File: src/rtl/jk_pkg.sv
// Shared JK cell codes and controller states.
// Imported by jk_excite and jk_bank_driver.
package jk_pkg;

  localparam logic [1:0] JK_HOLD = 2'b00;
  localparam logic [1:0] JK_RST  = 2'b01;
  localparam logic [1:0] JK_SET  = 2'b10;
  localparam logic [1:0] JK_TGL  = 2'b11;

  typedef enum logic [1:0] {
    IDLE,
    DRIVE,
    CHECK,
    DONE
  } state_e;

endpackage

File: src/rtl/jk_excite.sv
// Per-bit J/K excitation: q (current), t (target), mode (0 set/reset, 1 toggle)
// -> jk = {J,K}; equal bits always hold.
module jk_excite
  import jk_pkg::*;
(
  input  logic       q,
  input  logic       t,
  input  logic       mode,
  output logic [1:0] jk
);

  always_comb begin
    jk = JK_HOLD;
    if (q != t) begin
      if (mode) jk = JK_TGL;
      else if (t) jk = JK_SET;
      else jk = JK_RST;
    end
  end

endmodule

File: src/rtl/jk_bank_driver.sv
// Drives a JK flop bank toward a target word with bounded retries.
// Ports: cmd_* handshake in, jk excitation out, q_in readback, done/err/err_mask.
module jk_bank_driver
  import jk_pkg::*;
#(
  parameter int N         = 4,
  parameter int MAX_RETRY = 2
) (
  input  logic           clk,
  input  logic           rst_n,
  input  logic           cmd_valid,
  output logic           cmd_ready,
  input  logic [N-1:0]   cmd_target,
  input  logic           cmd_mode,
  output logic [2*N-1:0] jk,
  input  logic [N-1:0]   q_in,
  output logic           done,
  output logic           err,
  output logic [N-1:0]   err_mask
);

  localparam int RW = (MAX_RETRY > 0) ? $clog2(MAX_RETRY + 1) : 1;

  state_e         state_q, state_d;
  logic [N-1:0]   target_q, target_d;
  logic           mode_q, mode_d;
  logic [RW-1:0]  retry_q, retry_d;
  logic           ready_q, ready_d;
  logic [2*N-1:0] jk_q, jk_d;
  logic           done_q, done_d;
  logic           err_q, err_d;
  logic [N-1:0]   mask_q, mask_d;

  // jk is registered: excitation is computed on the edge entering DRIVE,
  // from the command being accepted (IDLE) or the held target (retry).
  logic [N-1:0]   src_t;
  logic           src_m;
  logic [2*N-1:0] exc;

  assign src_t = (state_q == IDLE) ? cmd_target : target_q;
  assign src_m = (state_q == IDLE) ? cmd_mode : mode_q;

  for (genvar i = 0; i < N; i++) begin : g_exc
    jk_excite u_exc (
      .q    (q_in[i]),
      .t    (src_t[i]),
      .mode (src_m),
      .jk   (exc[2*i+1:2*i])
    );
  end

  always_comb begin
    state_d  = state_q;
    target_d = target_q;
    mode_d   = mode_q;
    retry_d  = retry_q;
    err_d    = err_q;
    mask_d   = mask_q;
    unique case (state_q)
      IDLE: begin
        if (cmd_valid) begin
          target_d = cmd_target;
          mode_d   = cmd_mode;
          retry_d  = '0;
          state_d  = DRIVE;
        end
      end
      DRIVE: state_d = CHECK;
      CHECK: begin
        if (q_in == target_q) begin
          state_d = DONE;
          err_d   = 1'b0;
          mask_d  = '0;
        end else if (retry_q < RW'(MAX_RETRY)) begin
          retry_d = retry_q + 1'b1;
          state_d = DRIVE;
        end else begin
          state_d = DONE;
          err_d   = 1'b1;
          mask_d  = q_in ^ target_q;
        end
      end
      DONE: state_d = IDLE;
      default: state_d = IDLE;
    endcase
    ready_d = (state_d == IDLE);
    done_d  = (state_d == DONE);
    jk_d    = (state_d == DRIVE) ? exc : '0;
  end

  always_ff @(posedge clk) begin
    if (!rst_n) begin
      state_q  <= IDLE;
      target_q <= '0;
      mode_q   <= 1'b0;
      retry_q  <= '0;
      ready_q  <= 1'b1;
      jk_q     <= '0;
      done_q   <= 1'b0;
      err_q    <= 1'b0;
      mask_q   <= '0;
    end else begin
      state_q  <= state_d;
      target_q <= target_d;
      mode_q   <= mode_d;
      retry_q  <= retry_d;
      ready_q  <= ready_d;
      jk_q     <= jk_d;
      done_q   <= done_d;
      err_q    <= err_d;
      mask_q   <= mask_d;
    end
  end

  assign cmd_ready = ready_q;
  assign jk        = jk_q;
  assign done      = done_q;
  assign err       = err_q;
  assign err_mask  = mask_q;

endmodule

File: config.mk
export PLATFORM = sky130hd
export DESIGN_NAME = jk_bank_driver
export DESIGN_NICKNAME = d
export VERILOG_FILES = /design/src/rtl/jk_pkg.sv /design/src/rtl/jk_excite.sv /design/src/rtl/jk_bank_driver.sv
export SDC_FILE = /design/constraint.sdc
export NUM_CORES = 1
export LEC_CHECK = 0
export ABC_AREA = 1
export BUFFER_PORTS_ARGS = -buffer_cell sky130_fd_sc_hd__buf_2
export CAP_MARGIN = 20
export CORE_MARGIN = 1.5
export CORE_UTILIZATION = 40
export CTS_CLUSTER_DIAMETER = 120
export DETAILED_ROUTE_END_ITERATION = 12
export SLEW_MARGIN = 30
export SYNTH_ARGS = -nofsm -noshare
export SYNTH_HDL_FRONTEND = slang
export SYNTH_SLANG_ARGS = --single-unit
File: constraint.sdc
create_clock -name clk -period 1.8 [get_ports clk]
set_clock_uncertainty 0.15 [all_clocks]
set_input_delay 0.09 -clock clk [delete_from_list [all_inputs] [get_ports clk]]
set_output_delay 0.09 -clock clk [all_outputs]
set_load 0.02 [all_outputs]
==> results.txt, run 1 <==
----------------------------------------------------
[Route]
  Final routed DRC violation total ... 0
  Avg WL per Cell ... 10.2 um
  Vias per cell ... 4.72
  Detailed Route WL ... 2.07 mm
  First-pass iteration count of the detailed router ... 4
  Antenna Violating Nets Remaining ... 0
  Total vias in the final route ... 954
  Detailed router's first-iteration violation count ... 14

[GRT]
  Tot GR Track Use ... 16.9%
  Number of antenna violations at the first check in global routing ... 0
  First-pass GRT wire length ... 3.55 mm
  GRT overflow ... 0
  Vias in the first global route ... 880
  Pin count of the biggest net entering global routing ... 15

[Critical path]
  Required time of the critical path ... 1.91 ns
  Kind of capture point of the worst setup path ... flip-flop
  Maximum fanout along the worst path ... 6
  Class of the most critical setup path ... reg -> reg
  Reg2Reg Depth ... 4
  RR Endpoint ... target_q[3]
  Crit path DAT ... 1.72 ns
  FF-to-FF setup slack ... 0.19 ns
  Reg-to-Reg Start ... state_q[1]
  Crit path launch type ... flip-flop

[Synth]
  Synth cell count leaders ... sky130_fd_sc_hd__nand2_1, sky130_fd_sc_hd__dfxtp_1, sky130_fd_sc_hd__inv_1, sky130_fd_sc_hd__a21oi_1, sky130_fd_sc_hd__nor2_1
  Count of different cell masters after synthesis ... 23
  Register bit count reported by yosys ... 24
  Sequential element share of the synthesized area ... 46.5%
  Cell count after synthesis ... 135
  Number of warning messages in the yosys log ... 0
  Fraction of registers with async set or reset after synthesis ... 0%
  Area of the mapped netlist ... 1030 um2
  Top_reg_cell synth ... sky130_fd_sc_hd__dfxtp_1
  Top cell type's share of synthesized area ... 46.5%
  Top area cells in the synthesized netlist ... sky130_fd_sc_hd__dfxtp_1, sky130_fd_sc_hd__nand2_1, sky130_fd_sc_hd__a21oi_1
  Post-Synthesis Net Count ... 147
  Most common cell in the netlist ... sky130_fd_sc_hd__nand2_1
  Avg Cell Area, Syn ... 7.65 um2
  Number of synthesized flops with an enable pin ... 0
  Cell accounting for the most synthesized area ... sky130_fd_sc_hd__dfxtp_1

[STA]
  Headroom to the max-slew limit ... 75.7%
  Fmax ... 621 MHz
  Crit path time final ... 1.61 ns
  Setup-violating endpoint count in the final report ... 0
  Share of the clock period used by the worst path after layout ... 89.4%
  Crit path setup slack, layout ... 0.190 ns
  Number of endpoints with negative hold slack in the final report ... 0
  Final-report max-slew violation count ... 0
  Transition time at the pin with the least slew margin ... 0.365 ns
  RSZ-0062 raised after global routing ... no
  Accumulated negative setup slack ... 0 ns

[Min path]
  Class of the tightest hold or removal check ... in -> reg
  Hold Path Depth ... 3
  Worst Hold Path EP ... jk[6]
  Worst min-delay path startpoint ... q_in[3]

[Place]
  Post-detailed-placement half-perimeter wirelength ... 1.48 mm
  Routability Congestion ... 0.771
  Number of buffers added on ports ... 26
  Worst setup slack before clock tree synthesis ... 0.143 ns

[Run status]
  Outcome ... finished clean

[Finish]
  Share of final-layout standard cells stronger than drive strength 1 ... 23.3%
  Final net count ... 185
  Antenna diode count ... 0
  Area growth from synthesis to layout ... 29.5%

[Floorplanning]
  Total Die Area ... 2890 um2
  Chip width ... 53.8 um
  Core area ... 2450 um2
  Starting density of the core ... 42.0%
  IO Count ... 27
  DIE HEIGHT ... 53.8 um
  Number of rows in the core area ... 18

[Clock tree]
  Number of buffers created by CTS ... 3
  Number of H-tree levels ... 1
  Worst-Skew Late Latency ... 0.31 ns
  Number of sinks on the clock net ... 24
  CTS tree ... built
  Clock edge transition at the registers on the reported setup and hold paths ... 0.14 ns
  Clk root buf ... sky130_fd_sc_hd__clkbuf_4
  Number of buffers on the longest clock path ... 2

[Pwr]
  Design Power ... 1.17 mW
  LEAKAGE ... 0.633 nW
  Peak VDD IR ... 0.540 mV
  Power Density ... 877 nW/um2

[Run]
  Max-capacitance violation count ... 0

----------------------------------------------------
==> where the power goes <==
group	switching, mW	internal [mW]	total (mW)
registers	0.00982	0.560	0.570
clock network	0.167	0.225	0.392
logic	0.127	0.0835	0.210
total	0.304	0.868	1.17
==> worst max path at each step <==
stage | start | to | slack [ns]
finish | state_q[1] | target_q[3] | 0.19
global route | state_q[1] | jk[7] | 0.02
CTS | q_in[0] | jk[5] | 0.05
detailed placement | target_q[0] | jk[5] | 0.14
global placement | target_q[0] | jk[3] | 0.20
floorplan | state_q[1] | jk[2] | 0.48
==> cell type report <==
| class | count | area [um2] |
|---|---|---|
| well taps | 30 | 37.5 |
| clock buffers | 3 | 22.5 |
| flip-flops and latches | 24 | 480 |
| repair buffers | 37 | 238 |
| fillers | 225 | 1120 |
| inverters | 17 | 63.8 |
| multi-input cells | 90 | 464 |
| clock inverters | 1 | 30.0 |
==> registers in the layout, summed over array words and instances (netlist names) <==
register   cells
cmd_ready      1
done           1
err            1
err_mask       4
jk             8
mode_q         1
retry_q        2
state_q        2
target_q       4
==> per-stage QoR <==
step | hold slack (ns) | area, um2 | utilization, % | std cells
floorplan | 0.104 | 1030 | - | 135
global placement | 0.230 | 1180 | 47.9 | 188
detailed placement | 0.219 | 1180 | 47.9 | 188
CTS | 0.00136 | 1330 | 54.1 | 202
global route | 0.0197 | 1340 | 54.4 | 202
finish | 0.0147 | 1340 | 54.4 | 202
==> critical path, stage by stage, from the launching register on <==
cell and delay [ns]:
sky130_fd_sc_hd__dfxtp_1 0.37, sky130_fd_sc_hd__nor2_2 0.26, sky130_fd_sc_hd__nand3_1 0.10, sky130_fd_sc_hd__dlygate4sd3_1 0.56, sky130_fd_sc_hd__a21oi_1 0.13
==> cell usage in the layout (no fill, tap or decap), drive strengths merged <==
cell         count
xnor2            1
clkbuf           3
dlygate4sd3     10
and2b            1
o211ai           1
nor3             9
nor2            12
buf             27
nand2           25
bufinv           1
o21ai            9
inv             17
nand3            8
dfxtp           24
nor2b            3
nand4            2
xor2             4
a21oi           15
==> cells by family after synthesis <==
family | share of synthesized area (%)
AND/OR/NAND/NOR | 26.2
AO/OA/AOI/OAI | 13.8
flip-flops | 46.5
buffers and inverters | 9.21
XOR/XNOR | 4.24
==> routing by layer <==
layer / share of wire [%] / track usage (%)
met1: 49 / 20.8
met4: 1.8 / 9.40
met3: 3.8 / 3.61
met2: 45 / 27.4
met5: 0 / 0
==> what timing repair did <==
item / in CTS / in global routing
buffers inserted: 0 / 0
gates resized for setup: 0 / 2
hold buffers: 10 / 0
hold endpoints to repair: 15 / 0
setup endpoints to repair: 0 / 14
No activity file was read; power rests on OpenSTA's default activity.
==> run 2: changes to the inputs <==
- REMOVE_ABC_BUFFERS: default -> 1
- SETUP_SLACK_MARGIN: default -> 0.2
- clock period: 1.8 -> 2.1 ns (I/O delays scaled with it)
==> run 2 against run 1 <==
  * Non-clock buffer count down 1
  * Combinational power down 16%
  * Sequential cell count unchanged
  * Clock-buffer cell count is 1 higher
  * Via count decreased by 0.52%
  * First-iteration DRC count rose by 7.1%
  * Critical endpoint unchanged
  * Largest cell class unchanged
==> results.txt, run 2 (synthesis gave the netlist of run 1 again) <==
----------------------------------------------------
[Run status]
  Outcome ... finished clean

[GRT]
  Met1 Resource Use GR ... 19.0% (-1.8 points)
  Vias in the first global route ... 786 (-11%)
  GRT overflow ... 0 (unchanged)
  Routing usage on met2 ... 26.4% (-1.0 points)
  Number of antenna violations at the first check in global routing ... 0 (unchanged)
  First-pass GRT wire length ... 3.24 mm (-8.5%)
  Pin count of the biggest net entering global routing ... 14 (-1)
  Layer with the highest usage after global routing ... met2
  Met3 Usage GRT ... 2.50% (-1.1 points)
  Tot GR Track Use ... 15.2% (-1.7 points)

[STA]
  Accumulated negative setup slack ... 0 ns (unchanged)
  Crit path setup slack, layout ... 0.427 ns (+0.236 ns)
  Number of endpoints with negative hold slack in the final report ... 0 (unchanged)
  Final Hold Slack ... 0.0574 ns (+0.0427 ns)
  Setup-violating endpoint count in the final report ... 0 (unchanged)
  Headroom to the max-slew limit ... 76.2% (+0.52 points)
  RSZ-0062 raised after global routing ... no
  Final-report max-slew violation count ... 0 (unchanged)
  Fmax ... 598 MHz (-3.8%)
  Share of the clock period used by the worst path after layout ... 79.7% (-9.7 points)
  Transition time at the pin with the least slew margin ... 0.356 ns (-0.00862 ns)
  Crit path time final ... 1.67 ns (+0.0635 ns)

[Floorplanning]
  Starting density of the core ... 42.0% (unchanged)
  DIE HEIGHT ... 53.8 um (unchanged)
  Number of rows in the core area ... 18 (unchanged)
  Total Die Area ... 2890 um2 (unchanged)
  Core area ... 2450 um2 (unchanged)
  Chip width ... 53.8 um (unchanged)
  IO Count ... 27 (unchanged)

[Finish]
  Finished layout cell area ... 1320 um2 (-1.6%)
  Final cell utilization of the core ... 53.6% (-0.87 points)
  Number of flip-flops under the largest register name ... 8 (unchanged)
  Number of filler cells placed in the layout ... 249 (+11%)
  Count of placed standard cells in the final layout, fillers left out ... 201 (-0.50%)
  Area growth from synthesis to layout ... 27.4%
  Most used cells in the layout excluding fill and tap cells ... sky130_fd_sc_hd__buf_2, sky130_fd_sc_hd__nand2_1, sky130_fd_sc_hd__dfxtp_1, sky130_fd_sc_hd__inv_1, sky130_fd_sc_hd__a21oi_1
  Leading cell type in the layout, fill and taps excluded ... sky130_fd_sc_hd__buf_2
  Reg area ... 480 um2 (unchanged)
  Combined area of the multi-input logic cells ... 467 um2 (+0.54%)
  Share of final-layout standard cells stronger than drive strength 1 ... 22.2% (-1.0 points)
  Final net count ... 184 (-0.54%)
  Antenna diode count ... 0 (unchanged)

[Place]
  Number of placed cells counting well taps ... 187 (-0.53%)
  Worst setup slack before clock tree synthesis ... 0.396 ns (+0.253 ns)
  Number of buffers added on ports ... 26 (unchanged)
  Post-Place Cell Area ... 1170 um2 (-0.64%)
  Post-detailed-placement half-perimeter wirelength ... 1.52 mm (+2.8%)
  Routability Congestion ... 0.814 (+5.6%)

[Clock tree]
  Number of buffers created by CTS ... 3 (unchanged)
  Worst-Skew Late Latency ... 0.30 ns (about the same)
  Number of sinks on the clock net ... 24 (unchanged)
  Clk root buf ... sky130_fd_sc_hd__clkbuf_4
  Clock edge transition at the registers on the reported setup and hold paths ... 0.13 ns (about the same)
  Number of H-tree levels ... 1 (unchanged)
  CTS tree ... built
  Number of buffers on the longest clock path ... 2 (unchanged)
  Post-CTS setup repair buffer count ... 0 (unchanged)

[Pwr]
  Design Power ... 0.899 mW (-23%)
  LEAKAGE ... 0.623 nW (-1.7%)
  Power Density ... 684 nW/um2 (-22%)
  Peak VDD IR ... 0.438 mV (-19%)

[Critical path]
  Class of the most critical setup path ... reg -> reg
  Crit path launch type ... flip-flop
  Slowest cell delay on critical path ... 0.57 ns (about the same)
  Reg2Reg Depth ... 4 (unchanged)
  Maximum fanout along the worst path ... 12 (+6)
  Required time of the critical path ... 2.20 ns (+0.29 ns)
  Ordered cell list for the critical path ... nor2_4, nand3_1, dlygate4sd3_1, a21oi_1
  Kind of capture point of the worst setup path ... flip-flop
  Number of buffers and inverters on the critical path ... 1 (unchanged)
  Highest-delay cell along the critical path ... sky130_fd_sc_hd__dlygate4sd3_1
  Crit path DAT ... 1.77 ns (+0.05 ns)
  Logic depth of the worst path, buffers included ... 4 (unchanged)
  Dominant delay contributor by cell family on the critical path ... buffers and inverters

[Min path]
  Hold Path Depth ... 3 (unchanged)
  Class of the tightest hold or removal check ... in -> reg

[Route]
  Detailed Route WL ... 2.00 mm (-3.5%)
  Final routed DRC violation total ... 0 (unchanged)
  First-pass iteration count of the detailed router ... 4 (unchanged)
  Total vias in the final route ... 949 (-0.52%)
  Vias per cell ... 4.72 (about the same)
  Avg WL per Cell ... 9.93 um (-3.0%)
  Antenna Violating Nets Remaining ... 0 (unchanged)
  Detailed router's first-iteration violation count ... 15 (+1)

[Run]
  Max-capacitance violation count ... 0 (unchanged)

----------------------------------------------------
run 2: per-layer routing:
metal  vias up  part of all wire [%]  routed length [um]
met4         0                  0.80                  16
met1       422                    48                 958
li1        504                     -                   -
met3         2                   4.1                  82
met2        21                    47                 938
met5         -                     0                   0
run 2: worst paths after layout:
check / slack, ns / start / endpoint
min: 0.06 / q_in[3] / jk[6]
min reg2reg: 0.30 / err / err
max: 0.43 / state_q[1] / target_q[3]
max reg2reg: 0.43 / state_q[1] / target_q[3]
run 2: power breakdown:
group	leakage (nW)	total (mW)	switching (mW)	internal [mW]
Sequential	0.196	0.489	0.00959	0.480
Combinational	0.406	0.177	0.107	0.0698
Clock	0.0210	0.233	0.128	0.106
Total	0.623	0.899	0.244	0.655
run 2: final cells by class:
| cell class | instances | share of cell area (%) |
|---|---|---|
| Sequential cell | 24 | 36.5 |
| Inverter | 17 | 4.85 |
| Tap cell | 30 | 2.85 |
| Clock buffer | 4 | 2.76 |
| Multi-Input combinational cell | 90 | 35.5 |
| Timing Repair Buffer | 36 | 17.5 |
run 2: worst register-to-register path, stage by stage, from the launching register on:
cell and delay [ns]:
sky130_fd_sc_hd__dfxtp_1 0.37, sky130_fd_sc_hd__nor2_4 0.31, sky130_fd_sc_hd__nand3_1 0.10, sky130_fd_sc_hd__dlygate4sd3_1 0.57, sky130_fd_sc_hd__a21oi_1 0.13
run 2: timing repair:
| item | 4_1_cts | 5_1_grt |
|---|---|---|
| gates resized for setup | 0 | 2 |
| hold buffers | 10 | 0 |
| hold endpoints to repair | 14 | 0 |
| setup endpoints to repair | 0 | 13 |
